### src/rtl/dbg_bus_pkg.sv
// Shared opcodes, response codes and FSM encoding for the debug bus master.
package dbg_bus_pkg;
    localparam logic [7:0] OP_WRITE = 8'h01;
    localparam logic [7:0] OP_READ  = 8'h02;
    localparam logic [7:0] RSP_ACK  = 8'hA5;
    localparam logic [7:0] RSP_ERR  = 8'hEE;
    localparam logic [7:0] RSP_NAK  = 8'h3F;

    typedef enum logic [2:0] {
        S_IDLE, S_ADDR, S_DHI, S_DLO, S_BUS, S_RSP1, S_RSP2
    } state_t;
endpackage

### src/rtl/dbg_bus_wdog.sv
// Bus watchdog: counts strobe cycles without ready, flags the last allowed one.
module dbg_bus_wdog #(
    parameter int TIMEOUT_W = 10
) (
    input  logic clk,
    input  logic rst,
    input  logic clr_i,
    input  logic en_i,
    output logic expired_o
);
    localparam logic [TIMEOUT_W-1:0] LAST = {{(TIMEOUT_W-1){1'b1}}, 1'b0};

    logic [TIMEOUT_W-1:0] cnt_q;

    always_ff @(posedge clk) begin
        if (rst || clr_i)
            cnt_q <= '0;
        else if (en_i && cnt_q != '1)
            cnt_q <= cnt_q + 1'b1;
    end

    // Fires on the (2**W-1)th idle strobe cycle, i.e. as the count reaches all-ones.
    assign expired_o = en_i && (cnt_q == LAST);
endmodule

### src/rtl/dbg_bus_master.sv
// Debug bus initiator: byte commands from UART RX become single 16-bit bus
// transactions; responses go back out as bytes to UART TX.
module dbg_bus_master
    import dbg_bus_pkg::*;
#(
    parameter int TIMEOUT_W = 10
) (
    input  logic        clk,
    input  logic        rst,
    input  logic [7:0]  rx_data,
    input  logic        rx_valid,
    output logic        rx_ready,
    output logic [7:0]  tx_data,
    output logic        tx_valid,
    input  logic        tx_ready,
    output logic [7:0]  dbg_a,
    output logic [15:0] dbg_di,
    input  logic [15:0] dbg_do,
    output logic        dbg_we,
    output logic        dbg_rd,
    input  logic        dbg_ready,
    output logic        busy,
    output logic        timeout
);
    state_t      state_q;
    logic        is_wr_q, rd_ok_q;
    logic [7:0]  rd_lo_q, dbg_a_q, tx_data_q;
    logic [15:0] dbg_di_q;
    logic        we_q, rd_q, tx_valid_q, timeout_q;
    logic        expired;

    dbg_bus_wdog #(.TIMEOUT_W(TIMEOUT_W)) u_wdog (
        .clk       (clk),
        .rst       (rst),
        .clr_i     (state_q != S_BUS),
        .en_i      ((state_q == S_BUS) && !dbg_ready),
        .expired_o (expired)
    );

    always_ff @(posedge clk) begin
        if (rst) begin
            state_q    <= S_IDLE;
            is_wr_q    <= 1'b0;
            rd_ok_q    <= 1'b0;
            rd_lo_q    <= 8'h00;
            dbg_a_q    <= 8'h00;
            dbg_di_q   <= 16'h0000;
            we_q       <= 1'b0;
            rd_q       <= 1'b0;
            tx_data_q  <= 8'h00;
            tx_valid_q <= 1'b0;
            timeout_q  <= 1'b0;
        end else begin
            timeout_q <= 1'b0;
            case (state_q)
                S_IDLE: if (rx_valid) begin
                    if (rx_data == OP_WRITE || rx_data == OP_READ) begin
                        is_wr_q <= (rx_data == OP_WRITE);
                        state_q <= S_ADDR;
                    end else begin
                        rd_ok_q    <= 1'b0;
                        tx_data_q  <= RSP_NAK;
                        tx_valid_q <= 1'b1;
                        state_q    <= S_RSP1;
                    end
                end
                S_ADDR: if (rx_valid) begin
                    dbg_a_q <= rx_data;
                    if (is_wr_q) begin
                        state_q <= S_DHI;
                    end else begin
                        rd_q    <= 1'b1;
                        state_q <= S_BUS;
                    end
                end
                S_DHI: if (rx_valid) begin
                    dbg_di_q[15:8] <= rx_data;
                    state_q        <= S_DLO;
                end
                S_DLO: if (rx_valid) begin
                    dbg_di_q[7:0] <= rx_data;
                    we_q          <= 1'b1;
                    state_q       <= S_BUS;
                end
                S_BUS: begin
                    // Ready on the expiry cycle still counts as a normal completion.
                    if (dbg_ready) begin
                        we_q       <= 1'b0;
                        rd_q       <= 1'b0;
                        rd_ok_q    <= !is_wr_q;
                        rd_lo_q    <= dbg_do[7:0];
                        tx_data_q  <= is_wr_q ? RSP_ACK : dbg_do[15:8];
                        tx_valid_q <= 1'b1;
                        state_q    <= S_RSP1;
                    end else if (expired) begin
                        we_q       <= 1'b0;
                        rd_q       <= 1'b0;
                        rd_ok_q    <= 1'b0;
                        timeout_q  <= 1'b1;
                        tx_data_q  <= RSP_ERR;
                        tx_valid_q <= 1'b1;
                        state_q    <= S_RSP1;
                    end
                end
                S_RSP1: if (tx_ready) begin
                    if (rd_ok_q) begin
                        tx_data_q <= rd_lo_q;
                        state_q   <= S_RSP2;
                    end else begin
                        tx_valid_q <= 1'b0;
                        state_q    <= S_IDLE;
                    end
                end
                S_RSP2: if (tx_ready) begin
                    tx_valid_q <= 1'b0;
                    state_q    <= S_IDLE;
                end
                default: state_q <= S_IDLE;
            endcase
        end
    end

    assign rx_ready = !rst && (state_q == S_IDLE || state_q == S_ADDR ||
                               state_q == S_DHI  || state_q == S_DLO);
    assign busy     = (state_q != S_IDLE);
    assign tx_data  = tx_data_q;
    assign tx_valid = tx_valid_q;
    assign dbg_a    = dbg_a_q;
    assign dbg_di   = dbg_di_q;
    assign dbg_we   = we_q;
    assign dbg_rd   = rd_q;
    assign timeout  = timeout_q;
endmodule

### config.mk
export PLATFORM = sky130hd
export DESIGN_NAME = dbg_bus_master
export DESIGN_NICKNAME = d
export VERILOG_FILES = /design/src/rtl/dbg_bus_pkg.sv /design/src/rtl/dbg_bus_wdog.sv /design/src/rtl/dbg_bus_master.sv
export SDC_FILE = /design/constraint.sdc
export NUM_CORES = 1
export LEC_CHECK = 0
export CORE_AREA = 2 2 73 93
export CTS_BUF_LIST = sky130_fd_sc_hd__clkbuf_8
export CTS_CLUSTER_SIZE = 20
export DETAILED_ROUTE_END_ITERATION = 10
export DIE_AREA = 0 0 75 95
export HOLD_SLACK_MARGIN = 0.15
export PLACE_DENSITY = 0.76
export SLEW_MARGIN = 20
export SYNTH_ARGS = -nofsm -noshare
export SYNTH_HDL_FRONTEND = slang
export SYNTH_HIERARCHICAL = 1
export SYNTH_SLANG_ARGS = --single-unit
### constraint.sdc
create_clock -name clk -period 2.7 [get_ports clk]
set_input_delay 0.27 -clock clk [delete_from_list [all_inputs] [get_ports clk]]
set_output_delay 0.27 -clock clk [all_outputs]
set_load 0.05 [all_outputs]
==> results of run 1 <==
final cells by class:
type,instances,share of cell area
multi-input combinational,245,0.402
timing repair buffer,75,0.193
sequential,59,0.315
inverter,6,0.00600
clock buffer,10,0.0367
tap,87,0.0290
clock inverter,6,0.0193
cell usage in the layout, fill, tap and decap left out, types with 3 or more instances in the layout:
cell | Yosys | routed
clkdlybuf4s50_1 | 0 | 65
dfxtp_1 | 59 | 59
nand2_1 | 54 | 54
a21oi_1 | 35 | 35
nor2_1 | 22 | 22
nor2b_1 | 12 | 12
mux2i_1 | 11 | 11
nand2b_1 | 10 | 10
o21ai_0 | 10 | 10
clkbuf_8 | 0 | 10
buf_4 | 0 | 9
nand3_1 | 8 | 8
inv_1 | 6 | 6
nor3_1 | 6 | 6
mux2_4 | 6 | 6
a31oi_1 | 6 | 6
xor2_1 | 5 | 5
a21o_1 | 3 | 3
nand3_2 | 3 | 3
o21bai_1 | 3 | 3
a211oi_1 | 3 | 3
and3_1 | 3 | 3
or2_2 | 3 | 3
or3_1 | 3 | 3
per-stage QoR:
step / utilization / area (um^2) / hold slack (ns) / setup slack (ns)
after global routing: 0.594 / 3750 / 0.482 / 0.166
after floorplan: - / 2800 / 0.406 / 0.146
after CTS: 0.594 / 3750 / 0.459 / 0.302
after global placement: 0.561 / 3540 / 0.445 / 0.300
after detailed placement: 0.561 / 3540 / 0.449 / 0.242
final: 0.594 / 3750 / 0.457 / 0.268
power groups by stage:
stage	Clock, uW	Combinational [uW]	Sequential (uW)
after floorplan	0	518	1250
after global placement	0	1050	1030
after detailed placement	0	1060	1040
after CTS	859	1060	1020
after global routing	897	1140	1030
final	846	1060	1020
registers in the layout, indices dropped and copies added (netlist names):
| register | cells |
|---|---|
| dbg_a | 8 |
| dbg_di | 16 |
| dbg_rd | 1 |
| dbg_we | 1 |
| is_wr_q | 1 |
| rd_lo_q | 8 |
| rd_ok_q | 1 |
| state_q | 3 |
| timeout | 1 |
| tx_data | 8 |
| tx_valid | 1 |
| u_wdog/cnt_q | 10 |
routing by layer:
metal | global-route usage | part of all wire | vias to the layer above
met5 | 0 | 0 | -
met4 | 0.0923 | 0.018 | 0
met3 | 0.0630 | 0.058 | 14
met2 | 0.382 | 0.51 | 82
met1 | 0.257 | 0.41 | 1212
li1 | - | - | 1285
path summary, 6_finish.rpt:
check / startpoint / endpoint / cells past startpoint
setup / recovery: state_q[0] / tx_data[2] / 9
hold reg to reg: dbg_di[6] / dbg_di[6] / 2
hold / removal: dbg_di[6] / dbg_di[6] / 2
setup reg to reg: state_q[0] / tx_data[2] / 9
worst max-delay path, stage by stage (launching register included):
cell	delay, ns
dfxtp_1	0.31
or3b_1	0.47
nor2_1	0.16
and3_1	0.20
nand2_1	0.06
nor2_1	0.23
or2_1	0.18
a21o_1	0.18
a31oi_4	0.19
mux2_4	0.34
synthesized netlist by cell type, types with 3 or more instances:
| cell | count |
|---|---|
| and3_1 | 3 |
| a21o_1 | 3 |
| buf_2 | 4 |
| o21ai_0 | 10 |
| nor2_1 | 22 |
| o21bai_1 | 3 |
| a31oi_1 | 6 |
| or3_1 | 3 |
| nand2_1 | 54 |
| mux2i_1 | 11 |
| a211oi_1 | 3 |
| dfxtp_1 | 59 |
| inv_1 | 6 |
| mux2_4 | 6 |
| nor3_1 | 6 |
| clkbuf_1 | 10 |
| nand3_2 | 3 |
| or2_2 | 3 |
| xor2_1 | 5 |
| nand3_1 | 8 |
| nand2b_1 | 10 |
| a21oi_1 | 35 |
| nor2b_1 | 12 |
kinds of logic (layout without fill, tap and decap cells):
logic type | Yosys count | in the layout | share of synthesized area
and+or+nand+nor | 142 | 142 | 0.262
AOI/OAI and AO/OA | 77 | 77 | 0.174
DFF | 59 | 59 | 0.422
buffers and inverters | 24 | 97 | 0.0393
muxes | 17 | 17 | 0.0715
xor gates and xnor gates | 7 | 7 | 0.0219
adders and majority gates | 2 | 2 | 0.00894
==> results.py, run 1 <==
metrics = {
    "flow_run": {
        "cap_violations": 0,
    },
    "synthesis": {
        "syn_nets": 359,
        "yosysTopAreaCellShare": 0.422,
        "synthCells": 328,
        "synth-seq-cells": 59,
        "synth.distinct_cells": 55,
        "syn_avg_cell_area_um2": 8.53,
        "yosysWarnings": 6,
        "synthFlopType": "dfxtp_1",
        "async_flop_share": 0,
        "syn_area_mm2": 0.00280,
        "synth_area_leaders": "dfxtp_1, nand2_1, a21oi_1, mux2i_1, mux2_4",
        "synth_top_cell_by_area": "dfxtp_1",
        "synth_seq_area_share": 0.422,
        "synth_enable_flop_cells": 0,
    },
    "final_layout": {
        "drive_gt1_frac": 0.120,
        "final_nets": 427,
        "stdcell_count": 488,
        "multi_input_area_mm2": 0.00151,
        "area.sequential_mm2": 0.00118,
        "fillers": 563,
        "syn2layout_area_growth_pct": 34.1,
        "num_antenna_cells": 0,
    },
    "placement": {
        "dp_cells": 472,
        "portBuffers": 66,
        "place_hpwl_mm": 5.36,
        "gp_congestion": 0.866,
    },
    "power_and_ir_drop": {
        "power.total_uw": 2920,
        "p_sw_uw": 1090,
        "ir_drop_mv": 0.398,
        "p_comb_frac": 0.362,
        "p_per_area_mw_per_mm2": 779,
        "power_frac_seq": 0.348,
        "p_sw_frac": 0.373,
        "power.internal_uw": 1830,
        "clkPwrFrac": 0.290,
        "p_leak_uw": 0.00132,
    },
    "sta": {
        "period_share": 0.901,
        "slew_headroom": 0.602,
        "worst_slew_pin_slew_ns": 0.596,
        "finalSetupViolCount": 0,
        "fin_crit_ns": 2.43,
        "rsz0062_at_grt": "no",
        "fin_setup_tns_ns": 0,
        "report.final.slew_viol_count": 0,
        "fmax_mhz": 411,
        "clock_skew_ns": 0.0126,
        "hold_violations": 0,
    },
    "floorplan": {
        "initial_core_util": 0.443,
        "coreArea_mm2": 0.00632,
        "die_x_um": 75,
        "die_area_mm2": 0.00713,
        "core.rowCount": 33,
        "die_y_um": 95,
        "io-pin-count": 67,
    },
    "critical_path": {
        "ff2ff_setup_slack_ns": 0.27,
        "critPathRequiredTime_ns": 2.93,
        "start_kind": "flip-flop",
        "cp.arrival_ns": 2.67,
        "crit_fanout": 8,
        "crit_path_end_kind": "flip-flop",
        "crit_type": "flip-flop to flip-flop",
    },
    "cts": {
        "numCtsBuffers": 9,
        "root_buffer": "clkbuf_8",
        "postCtsResizedCells": 0,
        "cts_max_path_buffers": 2,
        "post_cts_buffers": 0,
        "insertion_delay_ns": 0.35,
        "hold_buffers": 0,
        "clkTransAtPathRegs_ns": 0.08,
        "cts_sinks": 59,
        "cts_tree": "done",
        "h-tree-depth": 3,
    },
    "global_routing": {
        "grt_pass1_wl_mm": 12.0,
        "gr-total-overflow": 0,
        "track_usage": 0.224,
        "grt_antenna_before_repair": 0,
        "first_global_vias": 2539,
        "grt_max_degree": 60,
    },
    "detailed_routing": {
        "first_pass_iters": 4,
        "route.vias.total": 2593,
        "initialDrtViolationCount": 146,
        "routed_wl_mm": 7.42,
        "avgViaCountPerCell": 5.31,
        "drtAntennaViolNets": 0,
        "drc_errors": 0,
        "wire_per_inst_um": 15.2,
    },
    "run_status": {
        "status": "finished clean",
    },
    "worst_hold_path": {
        "hp-class": "flip-flop to flip-flop",
    },
}
(Power assumes the default switching activity.)
==> run 2: changes to the inputs <==
CORE_AREA = 2 2 94 73   (was 2 2 73 93)
DIE_AREA = 0 0 96 75   (was 0 0 75 95)
==> results.py, run 2 (same netlist as run 1, synthesis figures left out) <==
metrics = {
    "floorplan": {
        "die_area_mm2": 0.00720,
        "die_y_um": 75,
        "core.rowCount": 25,
        "initial_core_util": 0.450,
        "coreArea_mm2": 0.00622,
        "io-pin-count": 67,
        "die_x_um": 96,
    },
    "power_and_ir_drop": {
        "ir_drop_mv": 0.584,
        "p_leak_uw": 0.00134,
        "p_per_area_mw_per_mm2": 807,
    },
    "critical_path": {
        "path_common_cell": "nor2_1",
        "path_cells": "or3b_1 -> nor2_1 -> and3_1 -> nand2_1 -> nor2_1 -> buf_4 -> nor2_1 -> a2bb2oi_1 -> a211oi_1 -> a211oi_1",
        "ff2ff_setup_slack_ns": 0.28,
        "startpoint": "state_q[0]",
        "crit_path_end_kind": "flip-flop",
        "slowest_stage": "or3b_1",
        "r2r_cells": 10,
        "critPathRequiredTime_ns": 2.96,
        "cp.arrival_ns": 2.68,
        "crit_buf_inv": 1,
        "crit_type": "flip-flop to flip-flop",
        "start_kind": "flip-flop",
        "rr_startpoint": "state_q[0]",
        "slowest_delay_ns": 0.49,
        "rr_endpoint": "state_q[1]",
        "path_delay_family": "simple AND/OR/NAND/NOR gates",
        "crit_fanout": 7,
    },
    "global_routing": {
        "grt_antenna_before_repair": 0,
        "track_usage": 0.217,
        "grt_use_met1": 0.297,
        "gr-total-overflow": 0,
        "first_global_vias": 2434,
        "grt_max_degree": 60,
        "grt_util_met2": 0.324,
        "grt_pass1_wl_mm": 11.8,
        "busiest_layer": "met2",
        "use_met3": 0.0691,
    },
    "detailed_routing": {
        "drtAntennaViolNets": 0,
        "wire_per_inst_um": 14.9,
        "first_pass_iters": 6,
        "drc_errors": 0,
        "route.vias.total": 2574,
        "initialDrtViolationCount": 117,
        "avgViaCountPerCell": 5.33,
        "routed_wl_mm": 7.19,
    },
    "sta": {
        "hold_violations": 0,
        "clock_skew_ns": 0.00646,
        "whs_ns": 0.455,
        "fin_setup_tns_ns": 0,
        "report.final.slew_viol_count": 0,
        "slew_headroom": 0.612,
        "finalSetupViolCount": 0,
        "rsz0062_at_grt": "no",
        "fmax_mhz": 413,
        "period_share": 0.897,
        "fin_crit_ns": 2.42,
        "worst_slew_pin_slew_ns": 0.581,
        "fin_ws_ns": 0.279,
    },
    "final_layout": {
        "syn2layout_area_growth_pct": 35.2,
        "layout_common_cells": "clkdlybuf4s50_1, dfxtp_1, nand2_1",
        "num_antenna_cells": 0,
        "final_common_cell": "clkdlybuf4s50_1",
        "largest_reg_flops": 16,
        "drive_gt1_frac": 0.122,
        "final_nets": 428,
        "stdcell_count": 483,
    },
    "cts": {
        "post_cts_buffers": 0,
        "cts_tree": "done",
        "hold_buffers": 0,
        "insertion_delay_ns": 0.35,
        "numCtsBuffers": 9,
        "root_buffer": "clkbuf_8",
        "cts_sinks": 59,
        "clkTransAtPathRegs_ns": 0.07,
        "postCtsResizedCells": 0,
        "cts_max_path_buffers": 2,
        "h-tree-depth": 3,
    },
    "worst_hold_path": {
        "hp-class": "flip-flop to flip-flop",
        "min_from": "dbg_a[1]",
        "hold-path-cell-count": 2,
        "worst_hold_path.endpoint": "dbg_a[1]",
    },
    "placement": {
        "pre_cts_ws_ns": 0.219,
        "dp_cells": 467,
        "place_hpwl_mm": 5.10,
        "gp_congestion": 0.865,
        "portBuffers": 66,
    },
    "run_status": {
        "status": "finished clean",
    },
    "flow_run": {
        "cap_violations": 0,
    },
}
==> run 2: worst max-delay path by stage <==
stage / to / slack [ns] / depth (start not counted)
global placement: tx_data[7] / 0.29 / 9
floorplan: tx_data[0] / 0.15 / 12
global route: state_q[1] / 0.07 / 10
detailed placement: tx_data[4] / 0.22 / 9
finish: state_q[1] / 0.28 / 10
CTS: state_q[1] / 0.31 / 10
==> run 2: area by class of cell <==
type                    count  area [um^2]
repair buffers             76          731
multi-input cells         245         1510
inverters                   6         22.5
clock inverters             7          116
clock buffers               9          124
fillers                   533         2440
flip-flops and latches     59         1180
well taps                  81          101
==> run 2: layer usage <==
metal | share of wire | wire length (um)
met5 | 0 | 0
met4 | 0.023 | 164
met3 | 0.056 | 402
met2 | 0.46 | 3280
met1 | 0.46 | 3340
==> run 2: metrics by stage <==
stage,power (uW),area [um^2],utilization
2_1_floorplan,1770,2800,-
3_3_place_gp,2080,3540,0.569
3_5_place_dp,2090,3540,0.569
4_1_cts,3060,3780,0.608
5_1_grt,3190,3780,0.608
6_report,3050,3780,0.608
==> run 2: power breakdown <==
| part | switching, uW | internal (uW) |
|---|---|---|
| clock network | 361 | 610 |
| logic | 654 | 408 |
| registers | 54.0 | 964 |
==> run 2: worst min-delay path, stage by stage (launching register included) <==
cell and delay, ns:
dfxtp_1 0.31, nand2_1 0.05, a21oi_1 0.05
==> run 3: changes to the inputs <==
CTS_CLUSTER_SIZE = 28   (was 20)
==> results of run 3 <==
Same layout as run 2: the final DEF is identical, and so are final timing and power.
